`src/rtl/seq_alu.sv`:
```
// seq_alu: handshaked ALU. Single-cycle add/sub/mul/shift; divide via a WIDTH-step restoring divider.
// Define ALU_REM_EN to enable opcode 6 (remainder); otherwise opcode 6 behaves as reserved.
module seq_alu #(
  parameter int WIDTH = 32
) (
  input  logic             clk,
  input  logic             rst,
  input  logic             in_valid,
  output logic             in_ready,
  input  logic [2:0]       opc,
  input  logic             op_signed,
  input  logic [WIDTH-1:0] op_a,
  input  logic [WIDTH-1:0] op_b,
  output logic             out_valid,
  input  logic             out_ready,
  output logic [WIDTH-1:0] result,
  output logic             ovf,
  output logic             dbz
);
  localparam int SHW = $clog2(WIDTH);
  localparam int CW  = $clog2(WIDTH + 1);

  localparam logic [2:0] OPC_ADD = 3'd0;
  localparam logic [2:0] OPC_SUB = 3'd1;
  localparam logic [2:0] OPC_MUL = 3'd2;
  localparam logic [2:0] OPC_DIV = 3'd3;
  localparam logic [2:0] OPC_SL  = 3'd4;
  localparam logic [2:0] OPC_SR  = 3'd5;

  typedef enum logic [1:0] {IDLE = 2'd0, BUSY = 2'd1, DONE = 2'd2} state_t;

  state_t           state_q, state_d;
  logic [WIDTH-1:0] result_q, result_d;
  logic             ovf_q, ovf_d, dbz_q, dbz_d;
  logic [WIDTH-1:0] part_q, part_d;
  logic [WIDTH-1:0] quo_q, quo_d;
  logic [WIDTH-1:0] dvs_q, dvs_d;
  logic [WIDTH-1:0] a_q, a_d;
  logic [CW-1:0]    cnt_q, cnt_d;
  logic             qneg_q, qneg_d, rneg_q, rneg_d;
  logic             zero_q, zero_d, mnov_q, mnov_d, isrem_q, isrem_d;

  logic [SHW-1:0]         shamt;
  logic [WIDTH:0]         sum_w, dif_w;
  logic [2*WIDTH-1:0]     ext_a, ext_b, prod_w;
  logic signed [WIDTH-1:0] sra_w;
  logic [WIDTH-1:0]       alu_res;
  logic                   alu_ovf;
  logic                   is_div;
  logic [WIDTH-1:0]       mag_a, mag_b;
  logic [WIDTH:0]         shift_w, trial_w;
  logic [WIDTH-1:0]       part_nx, quo_nx, q_fix, r_fix;

  assign shamt  = op_b[SHW-1:0];
  assign sum_w  = {1'b0, op_a} + {1'b0, op_b};
  assign dif_w  = {1'b0, op_a} - {1'b0, op_b};
  assign ext_a  = {{WIDTH{op_signed & op_a[WIDTH-1]}}, op_a};
  assign ext_b  = {{WIDTH{op_signed & op_b[WIDTH-1]}}, op_b};
  assign prod_w = ext_a * ext_b;
  assign sra_w  = $signed(op_a) >>> shamt;

  always_comb begin
    alu_res = '0;
    alu_ovf = 1'b0;
    case (opc)
      OPC_ADD: begin
        alu_res = sum_w[WIDTH-1:0];
        alu_ovf = op_signed ? ((op_a[WIDTH-1] == op_b[WIDTH-1]) && (sum_w[WIDTH-1] != op_a[WIDTH-1]))
                            : sum_w[WIDTH];
      end
      OPC_SUB: begin
        alu_res = dif_w[WIDTH-1:0];
        alu_ovf = op_signed ? ((op_a[WIDTH-1] != op_b[WIDTH-1]) && (dif_w[WIDTH-1] != op_a[WIDTH-1]))
                            : dif_w[WIDTH];
      end
      OPC_MUL: begin
        alu_res = prod_w[WIDTH-1:0];
        alu_ovf = prod_w[2*WIDTH-1:WIDTH] != {WIDTH{op_signed & prod_w[WIDTH-1]}};
      end
      OPC_SL:  alu_res = op_a << shamt;
      OPC_SR:  alu_res = op_signed ? $unsigned(sra_w) : (op_a >> shamt);
      default: ;
    endcase
  end

`ifdef ALU_REM_EN
  assign is_div = (opc == OPC_DIV) || (opc == 3'd6);
`else
  assign is_div = (opc == OPC_DIV);
`endif

  // The divider works on magnitudes; signs are re-applied on the final step.
  assign mag_a = (op_signed && op_a[WIDTH-1]) ? -op_a : op_a;
  assign mag_b = (op_signed && op_b[WIDTH-1]) ? -op_b : op_b;

  assign shift_w = {part_q, quo_q[WIDTH-1]};
  assign trial_w = shift_w - {1'b0, dvs_q};
  assign part_nx = trial_w[WIDTH] ? shift_w[WIDTH-1:0] : trial_w[WIDTH-1:0];
  assign quo_nx  = {quo_q[WIDTH-2:0], ~trial_w[WIDTH]};
  assign q_fix   = qneg_q ? -quo_nx : quo_nx;
  assign r_fix   = rneg_q ? -part_nx : part_nx;

  always_comb begin
    state_d  = state_q;
    result_d = result_q;
    ovf_d    = ovf_q;
    dbz_d    = dbz_q;
    part_d   = part_q;
    quo_d    = quo_q;
    dvs_d    = dvs_q;
    a_d      = a_q;
    cnt_d    = cnt_q;
    qneg_d   = qneg_q;
    rneg_d   = rneg_q;
    zero_d   = zero_q;
    mnov_d   = mnov_q;
    isrem_d  = isrem_q;
    case (state_q)
      IDLE: begin
        if (in_valid) begin
          if (is_div) begin
            state_d = BUSY;
            part_d  = '0;
            quo_d   = mag_a;
            dvs_d   = mag_b;
            a_d     = op_a;
            cnt_d   = CW'(WIDTH);
            qneg_d  = op_signed & (op_a[WIDTH-1] ^ op_b[WIDTH-1]);
            rneg_d  = op_signed & op_a[WIDTH-1];
            zero_d  = (op_b == '0);
            mnov_d  = op_signed && (op_a == {1'b1, {(WIDTH-1){1'b0}}}) && (op_b == '1);
            isrem_d = (opc != OPC_DIV);
          end else begin
            state_d  = DONE;
            result_d = alu_res;
            ovf_d    = alu_ovf;
            dbz_d    = 1'b0;
          end
        end
      end
      BUSY: begin
        part_d = part_nx;
        quo_d  = quo_nx;
        cnt_d  = cnt_q - 1'b1;
        // Sign fix-up is folded into the last iteration so the result lands on the WIDTH-th step.
        if (cnt_q == CW'(1)) begin
          state_d = DONE;
          if (zero_q) begin
            result_d = isrem_q ? a_q : '1;
            ovf_d    = 1'b0;
            dbz_d    = 1'b1;
          end else begin
            result_d = isrem_q ? r_fix : q_fix;
            ovf_d    = mnov_q & ~isrem_q;
            dbz_d    = 1'b0;
          end
        end
      end
      DONE: begin
        if (out_ready) state_d = IDLE;
      end
      default: state_d = IDLE;
    endcase
  end

  always_ff @(posedge clk or posedge rst) begin
    if (rst) begin
      state_q  <= IDLE;
      result_q <= '0;
      ovf_q    <= 1'b0;
      dbz_q    <= 1'b0;
      part_q   <= '0;
      quo_q    <= '0;
      dvs_q    <= '0;
      a_q      <= '0;
      cnt_q    <= '0;
      qneg_q   <= 1'b0;
      rneg_q   <= 1'b0;
      zero_q   <= 1'b0;
      mnov_q   <= 1'b0;
      isrem_q  <= 1'b0;
    end else begin
      state_q  <= state_d;
      result_q <= result_d;
      ovf_q    <= ovf_d;
      dbz_q    <= dbz_d;
      part_q   <= part_d;
      quo_q    <= quo_d;
      dvs_q    <= dvs_d;
      a_q      <= a_d;
      cnt_q    <= cnt_d;
      qneg_q   <= qneg_d;
      rneg_q   <= rneg_d;
      zero_q   <= zero_d;
      mnov_q   <= mnov_d;
      isrem_q  <= isrem_d;
    end
  end

  assign in_ready  = (state_q == IDLE);
  assign out_valid = (state_q == DONE);
  assign result    = result_q;
  assign ovf       = ovf_q;
  assign dbz       = dbz_q;
endmodule
```
`config.mk`:
```
export PLATFORM = sky130hd
export DESIGN_NAME = seq_alu
export DESIGN_NICKNAME = d
export VERILOG_FILES = /design/src/rtl/seq_alu.sv
export SDC_FILE = /design/constraint.sdc
export NUM_CORES = 2
export LEC_CHECK = 0
export ABC_AREA = 1
export CAP_MARGIN = 20
export CORE_MARGIN = 8
export CORE_UTILIZATION = 44
export CTS_BUF_LIST = sky130_fd_sc_hd__clkbuf_4 sky130_fd_sc_hd__clkbuf_8 sky130_fd_sc_hd__clkbuf_16
export CTS_CLUSTER_SIZE = 20
export DETAILED_ROUTE_END_ITERATION = 7
export PLACE_DENSITY_LB_ADDON = 0.1
export SLEW_MARGIN = 20
export SYNTH_ARGS = -nofsm -noshare
export SYNTH_HDL_FRONTEND = slang
export SYNTH_SLANG_ARGS = --single-unit
```
`constraint.sdc`:
```
create_clock -name clk -period 8.86 [get_ports clk]
set_input_delay 1.772 -clock clk [delete_from_list [all_inputs] [get_ports clk]]
set_output_delay 1.772 -clock clk [all_outputs]
set_load 0.02 [all_outputs]
```
# == Word level (Yosys, flattened, before mapping) ==
# Index checks and enable logic that the tools add are counted.
# op_classes
eq_ne,21
muxes,41
n_reduce_logical,14
n_addsub,8
shift,3
multipliers,1
bitwise,8
# op_table
cell,count
$mux 32,16
$pmux 32 s2,3
$pmux 32 s5,1
$neg 32->32,4
$eq 32x32->1 const B,2
$mul 33x33->64,1
$add 32x32->33,1
$sub 32x32->33,1
$sub 33x32->33,1
$logic_not 32->1,1
$ne 32x32->1,1
$shl 32x5->32,1
$shr 32x5->32,1
$sshr 32x5->32,1
$mux 6,2
$pmux 6 s2,1
$mux 1,10
$reduce_and 3->1,3
$mux 2,4
$eq 3x2->1 const B,2
$eq 3x3->1 const B,2
$eq 6x1->1 const B,1
$logic_and 1x1->1,6
$ne 2x2->1 const B,3
other kinds (18),27
# totals
wordCells,110
output_inout_bits,36
regBits,175

# == Depth between registers and ports, before layout ==
# logic_depth
word_depth,8
ltp_mapped,45
mapped_depth_nobuf,41

# == Worst setup path before layout ==
# No wires, ideal clock.
# synth_path
path_type,input port to flip-flop
startpoint,in op_b[0]
endpoint,reg ovf_q (netlist: ovf)
n_path_buf,3
setup_ps,121
path_slack_ps,-508
cell_stages,41
t_arrival_ps,9247
path_cell_list,buf_2 inv_2 clkbuf_1 buf_1 nor2_1 fa_1 inv_1 fa_1 inv_1 fa_1 inv_1 fa_1 inv_1 fa_1 inv_1 fa_1 fa_1 fa_1 [5 not listed] nor2_1 inv_1 o21ai_0 nand2_1 nand3b_1 nand2_1 nand3_1 nand2_1 inv_1 nand2_1 nor2_1 nand2_1 nor2_1 nand2_1 nand2_1 nand2_1 nand2_1 a21oi_1
# synth_via
elab_chain_cells,8
# synth_lines
element,line_no,rtl
start: declaration,13,"input logic [WIDTH-1:0] op_b,"
branches (longest 4 deep; another with $mul 33x33->64),-,
$pmux 1 s3 *,65,case (opc)
$mux 1 *,121,if (is_div) begin
$mux 1 *,120,if (in_valid) begin
$pmux 1 s2 *,118,case (state_q)
end signal: assignment,185,ovf_q <= ovf_d;
end: declaration,34,"logic ovf_q, ovf_d, dbz_q, dbz_d;"
# Every way passes the cells marked *. The select of a mux whose other input is x is not followed.
# A chain may end at the register's enable or synchronous reset.

# == Final worst setup path ==
# layout_path
startpoint,in op_a[31]
endpoint,reg ovf_q (netlist: ovf)
# layout_via
elab_chain_cells,8
# layout_lines
element,line_no,rtl
start: declaration,12,"input logic [WIDTH-1:0] op_a,"
branches (longest 4 deep; another with $mul 33x33->64),-,
$pmux 1 s3 *,65,
$mux 1 *,121,
$mux 1 *,120,
$pmux 1 s2 *,118,
# Marked as above.

==> metrics <==
syn_nets=10260; Crit. End Element=flip-flop; Most Crowded Layer GR=met2; final core utilization=52.9%; Max Slew Vio Count=0; status=finished, violations left; Detail Placement HPWL=239 mm; Slew @ Worst Pin=1.15 ns; Post-synth ARST share=100%; GR Layer Usage met2=54.6%; initial antenna violation count=11; Slew headroom=23.6%; CP max stage cell=fa_2; row cnt=137; Critical Path Source Type=input port; Ys Warns=0; hold path depth=2; clock sinks=175; met3 Use GR=6.62%; WP data arrival=9.40 ns; Max Cap Viol=0; final cycle utilization of the critical path=102%; Skew-Pair Late Insertion Delay=0.48 ns; Main synth FF type=dfrtp_1; post-synthesis sequential area ratio=7.13%; EDFF count, synth=0; Min-Delay Path Class=reg -> reg; area occupied by multi-input gates=48700 sq um; fmax=0.110 GHz; clock buffers created by TritonCTS=17; Worst Skew=0.0191 ns; RSZ-0062 raised after global routing=true; final wirelength=278 mm; Via density=5.37; WL/cell=24.6 um; GR Overflow Total=0; largest net degree at the start of global routing=75; end of the critical path=ovf; synth unique cells=68; Mapped Area=61400 sq um; Clk pin slew, worst setup/hold paths=0.07 ns; syn_area_per_cell=7.02 sq um; critical path type=in -> reg; CP Data Required Time=9.21 ns; Max H-tree Level=4; first-pass GRT wire length=408 mm; clk buf depth=2; R2R setup slack=3.76 ns; Routed Antenna Nets=0; share of post-route cells with drive strength above 1=15.3%; cell depth of the worst flop-to-flop path=30; Initial Util=44.2%; Register Area=4380 sq um; nets=10917; worst-path maximum fanout=14; slack of the critical path=-0.194 ns; hold_buf cts=0; met1 Use GR=51.3%; Pre-antenna DRT Iters=8; FF+latch count, synth=175; Final GP Congestion=1.06; vias in the first global route=60588; Vias=60697; Horiz. Die Dim=389 um; Final Hold Violating Endpoints=0; Setup crit start=op_a[31]; Tmin final=9.05 ns; failing checks=design-rule violations, negative setup slack; Worst Min Path Start=dvs_q[28]; IO Count=108; R2R Path Start=quo_q[31]; Die ar.=152000 sq um; cell count after synthesis=8744; root buf cell=clkbuf_16; Reg-to-Reg End=result[28]; Vert. Die Dim=389 um; DRT iter0 DRCs=6296; Tot GR Track Use=36.2%; PortBufs=107; max incr delay on CP=0.60 ns; DRC viols=10; core area=139000 sq um; Final Setup Violations=1; Filler Cells Inserted=13838; CTS tree=yes; area grow syn2layout=19.7%
==> final cells by class <==
type | instances | area share [%]
multi-input cells | 6023 | 66.3
repair buffers | 1054 | 12.8
inverters | 2130 | 10.9
flip-flops and latches | 175 | 5.96
well taps | 1876 | 3.19
clock buffers | 19 | 0.608
clock inverters | 13 | 0.206
diodes | 4 | 0.0136
==> synthesized netlist by cell type (all sizes together), types with 6 or more instances <==
master  number  area (sq um)
nand2     2343          8950
inv       2119          7950
fa        1128         22600
nor2       517          2010
o21ai      445          2230
a21oi      432          2200
ha         316          3950
nand3      315          1610
clkbuf     305          1140
dfrtp      175          4380
buf        112           489
nand4       75           469
o22ai       57           357
xor2        51           447
nor3        50           302
o211ai      37           278
a22oi       30           225
xnor2       25           219
o21bai      24           180
nand3b      21           183
or2         21           131
o221ai      16           140
a31oi       15          93.8
nor4        14          87.6
o31ai       13          97.6
clkinv      11          41.3
o21a        11          82.6
a211oi      10          75.1
a21o         8          60.1
mux2i        6          60.1
==> routing by layer <==
metal	vias up	share of wire, %	wire length, um
met3	463	9.3	25800
met2	2805	43	119000
met5	-	0.022	60
li1	27466	-	-
met4	8	5.2	14400
met1	29955	43	118000
==> through the flow <==
stage / TNS [ns] / hold slack, ns / std cells / instance area [sq um] / setup WS, ns
after floorplan: -0.152 / 0.448 / 8744 / 61600 / -0.152
after global placement: -9.30 / 0.469 / 11223 / 71100 / -1.53
after detailed placement: -9.50 / 0.474 / 11223 / 71100 / -1.67
after CTS: -0.158 / 0.490 / 11278 / 72800 / -0.158
after global routing: -0.652 / 0.506 / 11290 / 73500 / -0.450
final: -0.194 / 0.487 / 11294 / 73500 / -0.194
==> worst min path at each step <==
stage	to	slack (ns)
2_1_floorplan	a_q[1]	0.45
3_3_place_gp	dvs_q[29]	0.47
3_5_place_dp	dvs_q[28]	0.47
4_1_cts	cnt_q[3]	0.49
5_1_grt	dvs_q[26]	0.51
6_report	dvs_q[28]	0.49
==> flip-flops by register name, summed over array words and instances (netlist names) <==
| register | flops |
|---|---|
| qneg_q | 1 |
| dvs_q | 32 |
| cnt_q | 6 |
| state_q | 2 |
| quo_q | 32 |
| rneg_q | 1 |
| result | 32 |
| ovf | 1 |
| mnov_q | 1 |
| isrem_q | 1 |
| part_q | 32 |
| zero_q | 1 |
| dbz | 1 |
| a_q | 32 |
==> layout by cell type (no fill, tap or decap), types with 35 or more instances in the layout <==
cell type           n
nor2_2             58
buf_12            102
ha_1              273
clkdlybuf4s50_1    43
xor2_1             51
buf_4             835
a21oi_1           388
nor2_1            430
a21oi_2            41
o211ai_1           37
o21ai_0           389
o21ai_1            40
fa_1             1107
nand2_1          2270
buf_2              41
nand4_1            75
nand2_2            59
nand3_1           302
dfrtp_1           175
ha_4               35
o22ai_1            57
inv_1            2075
==> kinds of logic (layout without fill, tap and decap cells) <==
| kind of cell | Yosys count | after routing | synth area share, % |
|---|---|---|---|
| buffers and inverters | 2547 | 3216 | 15.7 |
| muxes | 6 | 6 | 0.0979 |
| DFF | 175 | 175 | 7.13 |
| other | 0 | 4 | 0 |
| adders and majority gates | 1444 | 1444 | 43.2 |
| and+or+nand+nor | 3362 | 3363 | 22.4 |
| xor gates and xnor gates | 76 | 76 | 1.08 |
| AOI/OAI and AO/OA | 1134 | 1134 | 10.3 |
==> worst max-delay path: cells and delay by family <==
kind / cells / cell delay (ns)
compound gates: 1 / 0.08
buf+inv: 10 / 1.13
fa+ha+maj: 9 / 4.37
simple gates: 18 / 2.02
==> repair_timing <==
item / CTS / global route
gates resized for setup: 207 / 186
pin swaps: 29 / 79
setup endpoints to repair: 9 / 11
buffers inserted: 19 / 11
hold endpoints to repair: 0 / 0
gates cloned: 4 / 1
Power is not shown: default switching activity piles up to over one toggle a cycle in this logic, so the estimate is an artifact.
